$ cat src/rtl/siso_frame_rx_if.sv
`default_nettype none
// ============================================================================
// Module      : siso_frame_rx_if
// Description : Bundle of the serial line input and the parallel valid/ready
//               output side of the serial frame receiver.
//               slave  - receiver view (samples si/ready, drives the rest)
//               master - line driver / consumer view
//               Signals: si, ready (into receiver); data_out, valid,
//               frame_err, overrun (out of receiver).
// Revision    : 1.0 - initial release
// ============================================================================
interface siso_frame_rx_if #(
    parameter int WIDTH = 8
) ();
    logic             si;
    logic [WIDTH-1:0] data_out;
    logic             valid;
    logic             ready;
    logic             frame_err;
    logic             overrun;

    modport slave (
        input  si,
        input  ready,
        output data_out,
        output valid,
        output frame_err,
        output overrun
    );

    modport master (
        output si,
        output ready,
        input  data_out,
        input  valid,
        input  frame_err,
        input  overrun
    );
endinterface
`default_nettype wire

$ cat src/rtl/siso_frame_rx.sv
`default_nettype none
// ============================================================================
// Module      : siso_frame_rx
// Description : Serial frame receiver. Detects a start bit (0) on si, shifts
//               in WIDTH data bits MSB-first, checks the stop bit (1) and
//               places good words in a holding register with a valid/ready
//               handshake. Bad stop bits pulse frame_err; a good word that
//               arrives while the holding register is full and not being
//               drained pulses overrun and is dropped.
// Ports       : clk   - system clock, rising edge
//               rst_n - asynchronous active-low reset
//               bus   - siso_frame_rx_if.slave (si, ready in;
//                       data_out, valid, frame_err, overrun out)
// Revision    : 1.0 - initial release
// ============================================================================
module siso_frame_rx #(
    parameter int WIDTH = 8
) (
    input  wire logic       clk,
    input  wire logic       rst_n,
    siso_frame_rx_if.slave  bus
);

    localparam int CW = $clog2(WIDTH + 1);

    localparam logic [1:0] c_IDLE      = 2'd0;
    localparam logic [1:0] c_DATA      = 2'd1;
    localparam logic [1:0] c_STOP      = 2'd2;
    localparam logic [1:0] c_WAIT_IDLE = 2'd3;

    // Counter value present while the final data bit is being sampled.
    localparam logic [CW-1:0] c_LAST = CW'(WIDTH - 1);

    logic [1:0]       r_state;
    logic [CW-1:0]    r_cnt;
    logic [WIDTH-1:0] r_sr;
    logic [WIDTH-1:0] r_data;
    logic             r_valid;
    logic             r_frame_err;
    logic             r_overrun;

    logic w_good_stop;
    logic w_bad_stop;
    logic w_load;
    logic w_drain;

    assign w_good_stop = (r_state == c_STOP) &&  bus.si;
    assign w_bad_stop  = (r_state == c_STOP) && !bus.si;
    // A full register being drained on this edge can take the new word.
    assign w_load      = w_good_stop && (!r_valid || bus.ready);
    assign w_drain     = r_valid && bus.ready;

    // Frame sequencing and data shift register
    always_ff @(posedge clk or negedge rst_n) begin
        if (!rst_n) begin
            r_state <= c_IDLE;
            r_cnt   <= '0;
            r_sr    <= '0;
        end else begin
            case (r_state)
                c_IDLE: begin
                    if (!bus.si) begin
                        r_state <= c_DATA;
                        r_cnt   <= '0;
                    end
                end
                c_DATA: begin
                    r_sr  <= {r_sr[WIDTH-2:0], bus.si};
                    r_cnt <= r_cnt + 1'b1;
                    if (r_cnt == c_LAST) begin
                        r_state <= c_STOP;
                    end
                end
                c_STOP: begin
                    // Good stop returns straight to IDLE so a start bit on
                    // the next edge is accepted without an idle gap.
                    r_state <= bus.si ? c_IDLE : c_WAIT_IDLE;
                end
                c_WAIT_IDLE: begin
                    // Zeros here belong to a broken frame or a stuck line and
                    // must not be mistaken for a start bit.
                    if (bus.si) begin
                        r_state <= c_IDLE;
                    end
                end
                default: begin
                    r_state <= c_IDLE;
                end
            endcase
        end
    end

    // Holding register, handshake and status pulses
    always_ff @(posedge clk or negedge rst_n) begin
        if (!rst_n) begin
            r_data      <= '0;
            r_valid     <= 1'b0;
            r_frame_err <= 1'b0;
            r_overrun   <= 1'b0;
        end else begin
            r_frame_err <= w_bad_stop;
            r_overrun   <= w_good_stop && !w_load;
            if (w_load) begin
                r_data  <= r_sr;
                r_valid <= 1'b1;
            end else if (w_drain) begin
                r_valid <= 1'b0;
            end
        end
    end

    assign bus.data_out  = r_data;
    assign bus.valid     = r_valid;
    assign bus.frame_err = r_frame_err;
    assign bus.overrun   = r_overrun;

endmodule
`default_nettype wire

$ cat src/flat_wrapper.sv
// flat-port wrapper written by rule: the top's interface ports become plain ports
module siso_frame_rx_flat 
#(
    parameter int WIDTH = 8
)
  (clk, rst_n, bus_si, bus_ready, bus_data_out, bus_valid, bus_frame_err, bus_overrun);
  siso_frame_rx_if #(.WIDTH(WIDTH)) bus_i ();
  input  wire logic clk;
  input  wire logic rst_n;
  input wire logic [$bits(bus_i.si)-1:0] bus_si;
  input wire logic [$bits(bus_i.ready)-1:0] bus_ready;
  output wire logic [$bits(bus_i.data_out)-1:0] bus_data_out;
  output wire logic [$bits(bus_i.valid)-1:0] bus_valid;
  output wire logic [$bits(bus_i.frame_err)-1:0] bus_frame_err;
  output wire logic [$bits(bus_i.overrun)-1:0] bus_overrun;
  assign bus_i.si = bus_si;
  assign bus_i.ready = bus_ready;
  assign bus_data_out = bus_i.data_out;
  assign bus_valid = bus_i.valid;
  assign bus_frame_err = bus_i.frame_err;
  assign bus_overrun = bus_i.overrun;
  siso_frame_rx #(.WIDTH(WIDTH)) u_core (.clk(clk), .rst_n(rst_n), .bus(bus_i));
endmodule
$ cat config.mk
export PLATFORM = sky130hd
export DESIGN_NAME = siso_frame_rx_flat
export DESIGN_NICKNAME = d
export VERILOG_FILES = /design/src/rtl/siso_frame_rx_if.sv /design/src/rtl/siso_frame_rx.sv /design/src/flat_wrapper.sv
export SDC_FILE = /design/constraint.sdc
export NUM_CORES = 1
export LEC_CHECK = 0
export ABC_AREA = 1
export CORE_UTILIZATION = 52
export DETAILED_ROUTE_END_ITERATION = 7
export PLACE_DENSITY = 0.76
export SETUP_SLACK_MARGIN = 0.3
export SYNTH_ARGS = -nofsm -noshare
export SYNTH_HDL_FRONTEND = slang
export SYNTH_SLANG_ARGS = --single-unit
$ cat constraint.sdc
create_clock -name clk -period 1.2 [get_ports clk]
set_input_delay 0.18 -clock clk [delete_from_list [all_inputs] [get_ports clk]]
set_output_delay 0.18 -clock clk [all_outputs]
set_load 0.005 [all_outputs]
Word-level counts from Yosys, hierarchy flattened
Cells that the tools add are included.
Word-level totals
  logic and storage cells: 38
  register bits: 25
  input bits: 4
Cells by class
  reduce and logical (&&, ||, !) cells: 14
  multiplexer cells: 9
  add/sub/neg operators: 1
  equal/unequal tests: 7
Operators by type and width (number)
  2-bit two-way mux: 4
  2-bit case mux with 4 select lines: 1
  4-bit case mux with 2 select lines: 1
  1-bit logical AND: 5
  4-bit by 1-bit adder with 4-bit output, second input constant: 1
  2-bit equality test, second input constant: 2
  4-bit by 3-bit equality test with 1-bit output, second input constant: 1
  4-bit two-way mux: 1
  2-bit inequality test, second input constant: 2
  2-bit nonzero test: 2
  1-bit zero test: 3
  3-bit AND reduction: 1
  2-bit by 1-bit equality test with 1-bit output, second input constant: 1
  2-bit zero test: 1
  1-bit two-way mux: 2
  2-bit by 1-bit inequality test with 1-bit output, second input constant: 1
  2-bit AND reduction: 1
  1-bit logical OR: 1

Logic depth before layout (Yosys ltp)
Gate-level depths: netlist of the first run.
  word-level depth: 5
  gate-level depth with buffers: 5
  depth with buffers taken out: 5

Worst setup path before layout of the first run
No wires, ideal clock.
  path kind: register to register
  start point: reg u_core.r_state[1]
  end point: reg u_core.r_cnt[3]
  library setup time: 0.066 ns
  cell stages (with the launch flop): 6
  buffers on the path: 2
  required time: 1.134 ns
  slack: 0.217 ns
  arrival time: 0.917 ns
  cell sequence: dfrtp_1 -> buf_4 -> nor2_2 -> buf_6 -> nand3_2 -> nand3_2
Between the ends
  word-level cells in the longest chain between the ends: 3
Ends and longest elaborated chain
  from (decl): RTL line siso_frame_rx.sv:34  | logic [1:0] r_state;
  from (signal assigned): RTL line siso_frame_rx.sv:56  | r_state <= c_IDLE;
  from (signal assigned): RTL line siso_frame_rx.sv:63  | r_state <= c_DATA;
  from (signal assigned): RTL line siso_frame_rx.sv:71  | r_state <= c_STOP;
  2-bit by 1-bit equality test with 1-bit output or 2-bit zero test (tied branches): RTL line siso_frame_rx.sv:60  | case (r_state)
  2-bit nonzero test (no source line) or 2-bit inequality test (tied branches)
  2-bit AND reduction (no source line)
  to (signal assigned): RTL line siso_frame_rx.sv:69  | r_cnt <= r_cnt + 1'b1;
  to (decl): RTL line siso_frame_rx.sv:35  | logic [CW-1:0] r_cnt;
Parallel ways exist; a longest one is shown, timed or not.
A chain may end at the register's enable or synchronous reset.

Worst setup path in the final report of the first run
  start point: reg u_core.r_state[0]
  end point: reg u_core.r_cnt[1]
Same word-level chain as after synthesis.

==> impl_results.md, run 1 <==
* Initial core utilization at between 50% and 60%
* P_sw at between 1.5 and 2 mW
* Pint at around 2.3 mW
* Post-synthesis cell count at 112
* CTS Buf Count at 3
* Final core utilization at a little under nine tenths
* Global route hottest layer: met2
* Final hold vios at 0
* Die Y-Extent at around 47 um
* Syn Nets at roughly 120
* R2R cell count at 5
* CP Launch Type: flop
* DRT Pass-1 Iters at 4
* Post-route ant nets at 0
* CTS H-tree depth at 1
* Most frequent cells in the layout: nand2_1, dfrtp_1, buf_4, buf_2, nand2_2
* RSZ-0062 raised after global routing: true
* Hold buffer count at CTS at 0
* Synthesized flop and latch total at 25
* Status: complete, no violations
* Total number of vias at between 900 and 1000
* DR DRC count at 0
* Antenna violations before repair at 0
* WP data arrival at roughly 1.4 ns
* Clock power share at slightly below 10%
* Worst Clk Skew at between 0.007 and 0.008 ns
* Routed wire length at between 2000 and 3000 um
* Sequential power share at 38.0%
* Fin crit period at ~1.1 ns
* Slew HR at ~85%
* Setup TNS Final at 0 ns
* Min-delay worst type: input port to async pin
* Grt met3 use at 5.38%
* Slew Viols, Final at 0
* Synth warn at 0
* Port bufs at 14
* Cell area after synthesis at 1050 sq um
* TritonCTS clock tree: built
* Routed WL per cell at around 16 um
* First-pass GRT wire length at a little under 4000 um
* Worst slew pin tran at about 0.23 ns
* Nets at approximately 160
* Maximum vdd drop at ~2.0 mV
* Layout Area Growth over Synthesis at 47.3%
* Maximum clock rate at between 0.8 and 0.9 GHz
* Final setup viols at 0
* LEAKAGE at ~0.81 nW
* Dpl hpwl at roughly 1500 um
* # diodes at 0
* # IOs at 15
* Die Area at between 2000 and 2500 sq um
* Num Clock Sinks at 25
* Critical path required time at roughly 1.5 ns
* CTS Buffer Depth at 2
* Worst Setup Path Type: flop to flop
* Filler cells at just over 90
* Most common cell after layout, fill and taps aside: nand2_1
* Final period util at between 90% and 100%
* Seq/Total Area, Yosys at about three fifths
* Gpl congestion at ~0.77
* Met2 usage at around 45%
* Met1 GRT Util at between 30% and 40%
* Share of layout cells above drive strength 1 at approximately half
* Pwr dens at around 2500 nW/um^2
* Sw Share at 42.2%
* Synth cell types at 19
* Root Buffer: clkbuf_4
* Max Cap Viol at 0
* Initial DRC Count at 46
* Combinational Power Share at a little over half
* Row cnt at 15
* Mean Syn Cell Area at 9.37 sq um
* Core Footprint at around 1800 sq um
* Clock transition at path regs at approximately 0.14 ns
* Total GRT Usage at approximately 26%
* Vias in the first global route at around 900
* Largest net degree at the start of global routing at 26
* Chip width at 46.9 um
* CP endpoint kind: flop
* Critical-path maximum fanout at 8
* Worst-Skew Late Latency at approximately 0.32 ns
* Gr ovfl total at 0
* Routed vias/inst at roughly 5.5
layout make-up:
cell class	instances	area (sq um)	share of cell area, %
multi-input combinational	77	518	33.5
inverter	7	28.8	1.86
tap	25	31.3	2.02
sequential	25	628	40.6
clock inverter	1	5.00	0.324
timing repair buffer	37	313	20.2
clock buffer	3	22.5	1.46
power groups by stage:
stage	registers, mW	clock network (mW)	logic (mW)
6_report	1.49	0.386	2.04
5_1_grt	1.51	0.407	2.19
4_1_cts	1.41	0.379	1.64
3_5_place_dp	1.43	0	1.16
3_3_place_gp	1.42	0	1.10
2_1_floorplan	1.38	0	0.822
sequential cells by signal (all words and copies together), names as in the netlist:
register	flops
u_core.r_sr	8
u_core.bus.overrun	1
u_core.r_cnt	4
u_core.r_state	2
u_core.bus.data_out	8
u_core.bus.frame_err	1
u_core.bus.valid	1
through the flow:
| stage | setup WS, ns | cells | hold slack [ns] | area [sq um] | total power [mW] |
|---|---|---|---|---|---|
| after floorplan | 0.249 | 112 | -0.116 | 1070 | 2.20 |
| after global placement | -0.0943 | 155 | 0.457 | 1280 | 2.52 |
| after detailed placement | -0.129 | 155 | 0.466 | 1280 | 2.59 |
| after CTS | 0.155 | 171 | 0.210 | 1430 | 3.44 |
| after global routing | 0.0496 | 175 | 0.217 | 1550 | 4.11 |
| final | 0.0873 | 175 | 0.195 | 1550 | 3.92 |
synth_stat cells:
| master | count | share of area (%) |
|---|---|---|
| a21oi_2 | 1 | 0.83 |
| buf_2 | 2 | 0.95 |
| buf_4 | 1 | 0.72 |
| buf_6 | 1 | 1.1 |
| dfrtp_1 | 25 | 60 |
| ha_1 | 1 | 1.2 |
| inv_1 | 5 | 1.8 |
| inv_2 | 2 | 0.72 |
| nand2_1 | 49 | 18 |
| nand3_1 | 1 | 0.48 |
| nand3_2 | 2 | 1.9 |
| nand3_4 | 1 | 1.7 |
| nand4_1 | 8 | 4.8 |
| nor2_1 | 2 | 0.72 |
| nor2_2 | 2 | 1.2 |
| nor2_4 | 1 | 1.1 |
| nor3_1 | 2 | 0.95 |
| o21ai_0 | 2 | 0.95 |
| o21ai_1 | 4 | 1.9 |
kinds of logic (layout without fill, tap and decap cells):
family                     count (synthesis)  count (layout)  share of synthesized area, %
buffers and inverters                     11              48                          5.25
AOI/OAI and AO/OA                          7               7                          3.70
and+or+nand+nor                           68              69                          30.3
adders and majority gates                  1               1                          1.19
DFF                                       25              25                          59.6
path summary, 6_finish.rpt:
path,slack [ns],to,startpoint
worst max register to register,0.09,u_core.r_cnt[1],u_core.r_state[0]
worst min-delay path,0.20,u_core.bus.data_out[1],rst_n
min in group clk,0.50,u_core.bus.data_out[7],u_core.bus.data_out[7]
worst min register to register,0.50,u_core.bus.data_out[7],u_core.bus.data_out[7]
worst max-delay path,0.09,u_core.r_cnt[1],u_core.r_state[0]
max in group asynchronous,0.84,u_core.r_state[0],rst_n
worst max-delay path, cell delays in order, from the launching register on:
cell and delay, ns:
dfrtp_2 0.46, inv_2 0.08, nor2_4 0.23, buf_12 0.19
nand2_4 0.05, nand2_2 0.06
layer usage:
layer | up-vias | share of wire [%]
met5 | - | 0
met1 | 471 | 40
met4 | 0 | 4.0
met3 | 15 | 5.6
li1 | 438 | -
met2 | 45 | 50
repair_timing:
action,in CTS,in global routing
setup endpoints to repair,34,36
gates cloned,2,0
pin swaps,8,12
setup buffers,10,4
resized for setup,70,22
Power figures use the tool's default switching activity.
==> run 2: changes to the inputs <==
SETUP_SLACK_MARGIN = 0.4   (was 0.3)
==> impl_results.md, run 2 (synthesized netlist as in run 1, its figures left out) <==
* Hold buffer count at CTS at 0 (unchanged)
* Slew HR at 84.2% (was 84.5%)
* R2r setup slk at 0.13 ns (was 0.09 ns)
* Reg-to-Reg End: u_core.bus.data_out[0] (was u_core.r_cnt[1])
* Die Area at 2200 sq um (unchanged)
* Slew Viols, Final at 0 (unchanged)
* Final hold vios at 0 (unchanged)
* Worst Clk Skew at 0.00741 ns (was 0.00703 ns)
* Gpl congestion at 0.773 (was 0.768)
* Nets at 153 (was 156)
* Total GRT Usage at 26.9% (was 26.0%)
* LEAKAGE at 0.843 nW (was 0.814 nW)
* Pwr dens at 2420 nW/um^2 (was 2530 nW/um^2)
* Gr ovfl total at 0 (unchanged)
* # IOs at 15 (unchanged)
* Final period util at 89.0% (was 92.7%)
* Core Footprint at 1800 sq um (unchanged)
* Row cnt at 15 (unchanged)
* Maximum clock rate at 0.936 GHz (was 0.899 GHz)
* Vias in the first global route at 904 (was 897)
* Critical path required time at 1.41 ns (was 1.47 ns)
* Clock transition at path regs at 0.14 ns (about the same)
* Max Cap Viol at 0 (unchanged)
* Layout Area Growth over Synthesis at 49.5% (was 47.3%)
* Routed WL per cell at 16.9 um (was 16.2 um)
* Setup TNS Final at 0 ns (unchanged)
* Chip width at 46.9 um (unchanged)
* Total number of vias at 950 (was 969)
* Post-route ant nets at 0 (unchanged)
* Status: complete, no violations (unchanged)
* Worst Setup Path Type: flop to flop (unchanged)
* DRT Pass-1 Iters at 4 (unchanged)
* TritonCTS clock tree: built (unchanged)
* R2R cell count at 4 (was 5)
* Num Clock Sinks at 25 (unchanged)
* # diodes at 0 (unchanged)
* Critical-path maximum fanout at 4 (was 8)
* First-pass GRT wire length at 4070 um (was 3910 um)
* Crit. Startpoint: u_core.r_state[0] (unchanged)
* Antenna violations before repair at 0 (unchanged)
* Most common cell after layout, fill and taps aside: nand2_1 (unchanged)
* Post-route design area at 1570 sq um (was 1550 sq um)
* CTS H-tree depth at 1 (unchanged)
* DR DRC count at 0 (unchanged)
* Dpl hpwl at 1410 um (was 1490 um)
* RSZ-0062 raised after global routing: true (unchanged)
* Initial core utilization at 58.3% (unchanged)
* CP Launch Type: flop (unchanged)
* Largest net degree at the start of global routing at 26 (unchanged)
* Die Y-Extent at 46.9 um (unchanged)
* Dpl cell area at 1290 sq um (was 1280 sq um)
* CTS Buf Count at 3 (unchanged)
* CP endpoint kind: flop (unchanged)
* Final Power at 3.80 mW (was 3.92 mW)
* Initial DRC Count at 28 (was 46)
* Port bufs at 14 (unchanged)
* Routed wire length at 2910 um (was 2840 um)
* Final setup viols at 0 (unchanged)
* Fin crit period at 1.07 ns (was 1.11 ns)
* CTS Buffer Depth at 2 (unchanged)
* Maximum vdd drop at 1.82 mV (was 2.02 mV)
* Worst r2r src: u_core.r_state[0] (unchanged)
* Min-delay worst type: input port to async pin (unchanged)
* Root Buffer: clkbuf_4 (unchanged)
* Routed vias/inst at 5.52 (was 5.54)
* WP data arrival at 1.28 ns (was 1.39 ns)
* Worst-Skew Late Latency at 0.31 ns (was 0.32 ns)
* Worst slew pin tran at 0.237 ns (was 0.232 ns)
* Most frequent cells in the layout: nand2_1, dfrtp_1, nand2_2, buf_2, buf_4 (was nand2_1, dfrtp_1, buf_4, buf_2, nand2_2)
* Share of layout cells above drive strength 1 at 55.1% (was 51.3%)
==> run 2: cell count changes in the layout (fill, tap and decap cells not counted), moves of 3 or more <==
cell,previous run,this run
nand2_1,30,25
nand2_2,10,17
buf_4,13,9
nand2_4,8,5
==> run 2: repair_timing <==
| item | CTS | global route |
|---|---|---|
| setup buffers | 10 | 1 |
| resized for setup | 77 | 17 |
| setup endpoints to repair | 36 | 36 |
| pin swaps | 9 | 7 |
| cloned | 2 | 1 |
==> run 2: through the flow <==
| stage | hold slack (ns) | util, % | cells | worst slack [ns] |
|---|---|---|---|---|
| after floorplan | -0.116 | - | 112 | 0.249 |
| after global placement | 0.455 | 71.5 | 154 | -0.0435 |
| after detailed placement | 0.458 | 71.5 | 154 | -0.0772 |
| after CTS | 0.192 | 81.4 | 170 | 0.152 |
| after global routing | 0.188 | 87.1 | 172 | 0.103 |
| final | 0.194 | 87.1 | 172 | 0.132 |
==> run 2: worst max-delay path, cell delays in order (launching register included) <==
cell,delay [ns]
dfrtp_2,0.48
nor2_4,0.17
nand3_2,0.16
nand2_1,0.10
nand2_1,0.06
==> run 2: where the power goes <==
group	switching (mW)	total, mW	internal (mW)
clock	0.248	0.373	0.125
sequential	0.390	1.56	1.17
combinational	0.992	1.87	0.878
==> run 2: worst max path at each step <==
stage	to	slack, ns	cells past startpoint
2_1_floorplan	u_core.bus.data_out[0]	0.25	4
3_3_place_gp	u_core.bus.data_out[5]	-0.04	6
3_5_place_dp	u_core.bus.data_out[7]	-0.08	6
4_1_cts	bus_data_out[0]	0.15	1
5_1_grt	bus_data_out[6]	0.10	1
6_report	u_core.bus.data_out[0]	0.13	4
==> run 2: layout make-up <==
class / instances / area [sq um]
Sequential cell: 25 / 629
Tap cell: 25 / 31.3
Inverter: 7 / 28.8
Clock inverter: 1 / 5.00
Timing Repair Buffer: 34 / 308
Fill cell: 80 / 233
Multi-Input combinational cell: 77 / 544
Clock buffer: 3 / 22.5
==> run 2: layer usage <==
metal	global-route usage (%)	wire length, um
met2	47.2	1490
met4	9.14	48
met1	33.2	1230
met5	0	0
met3	5.00	132
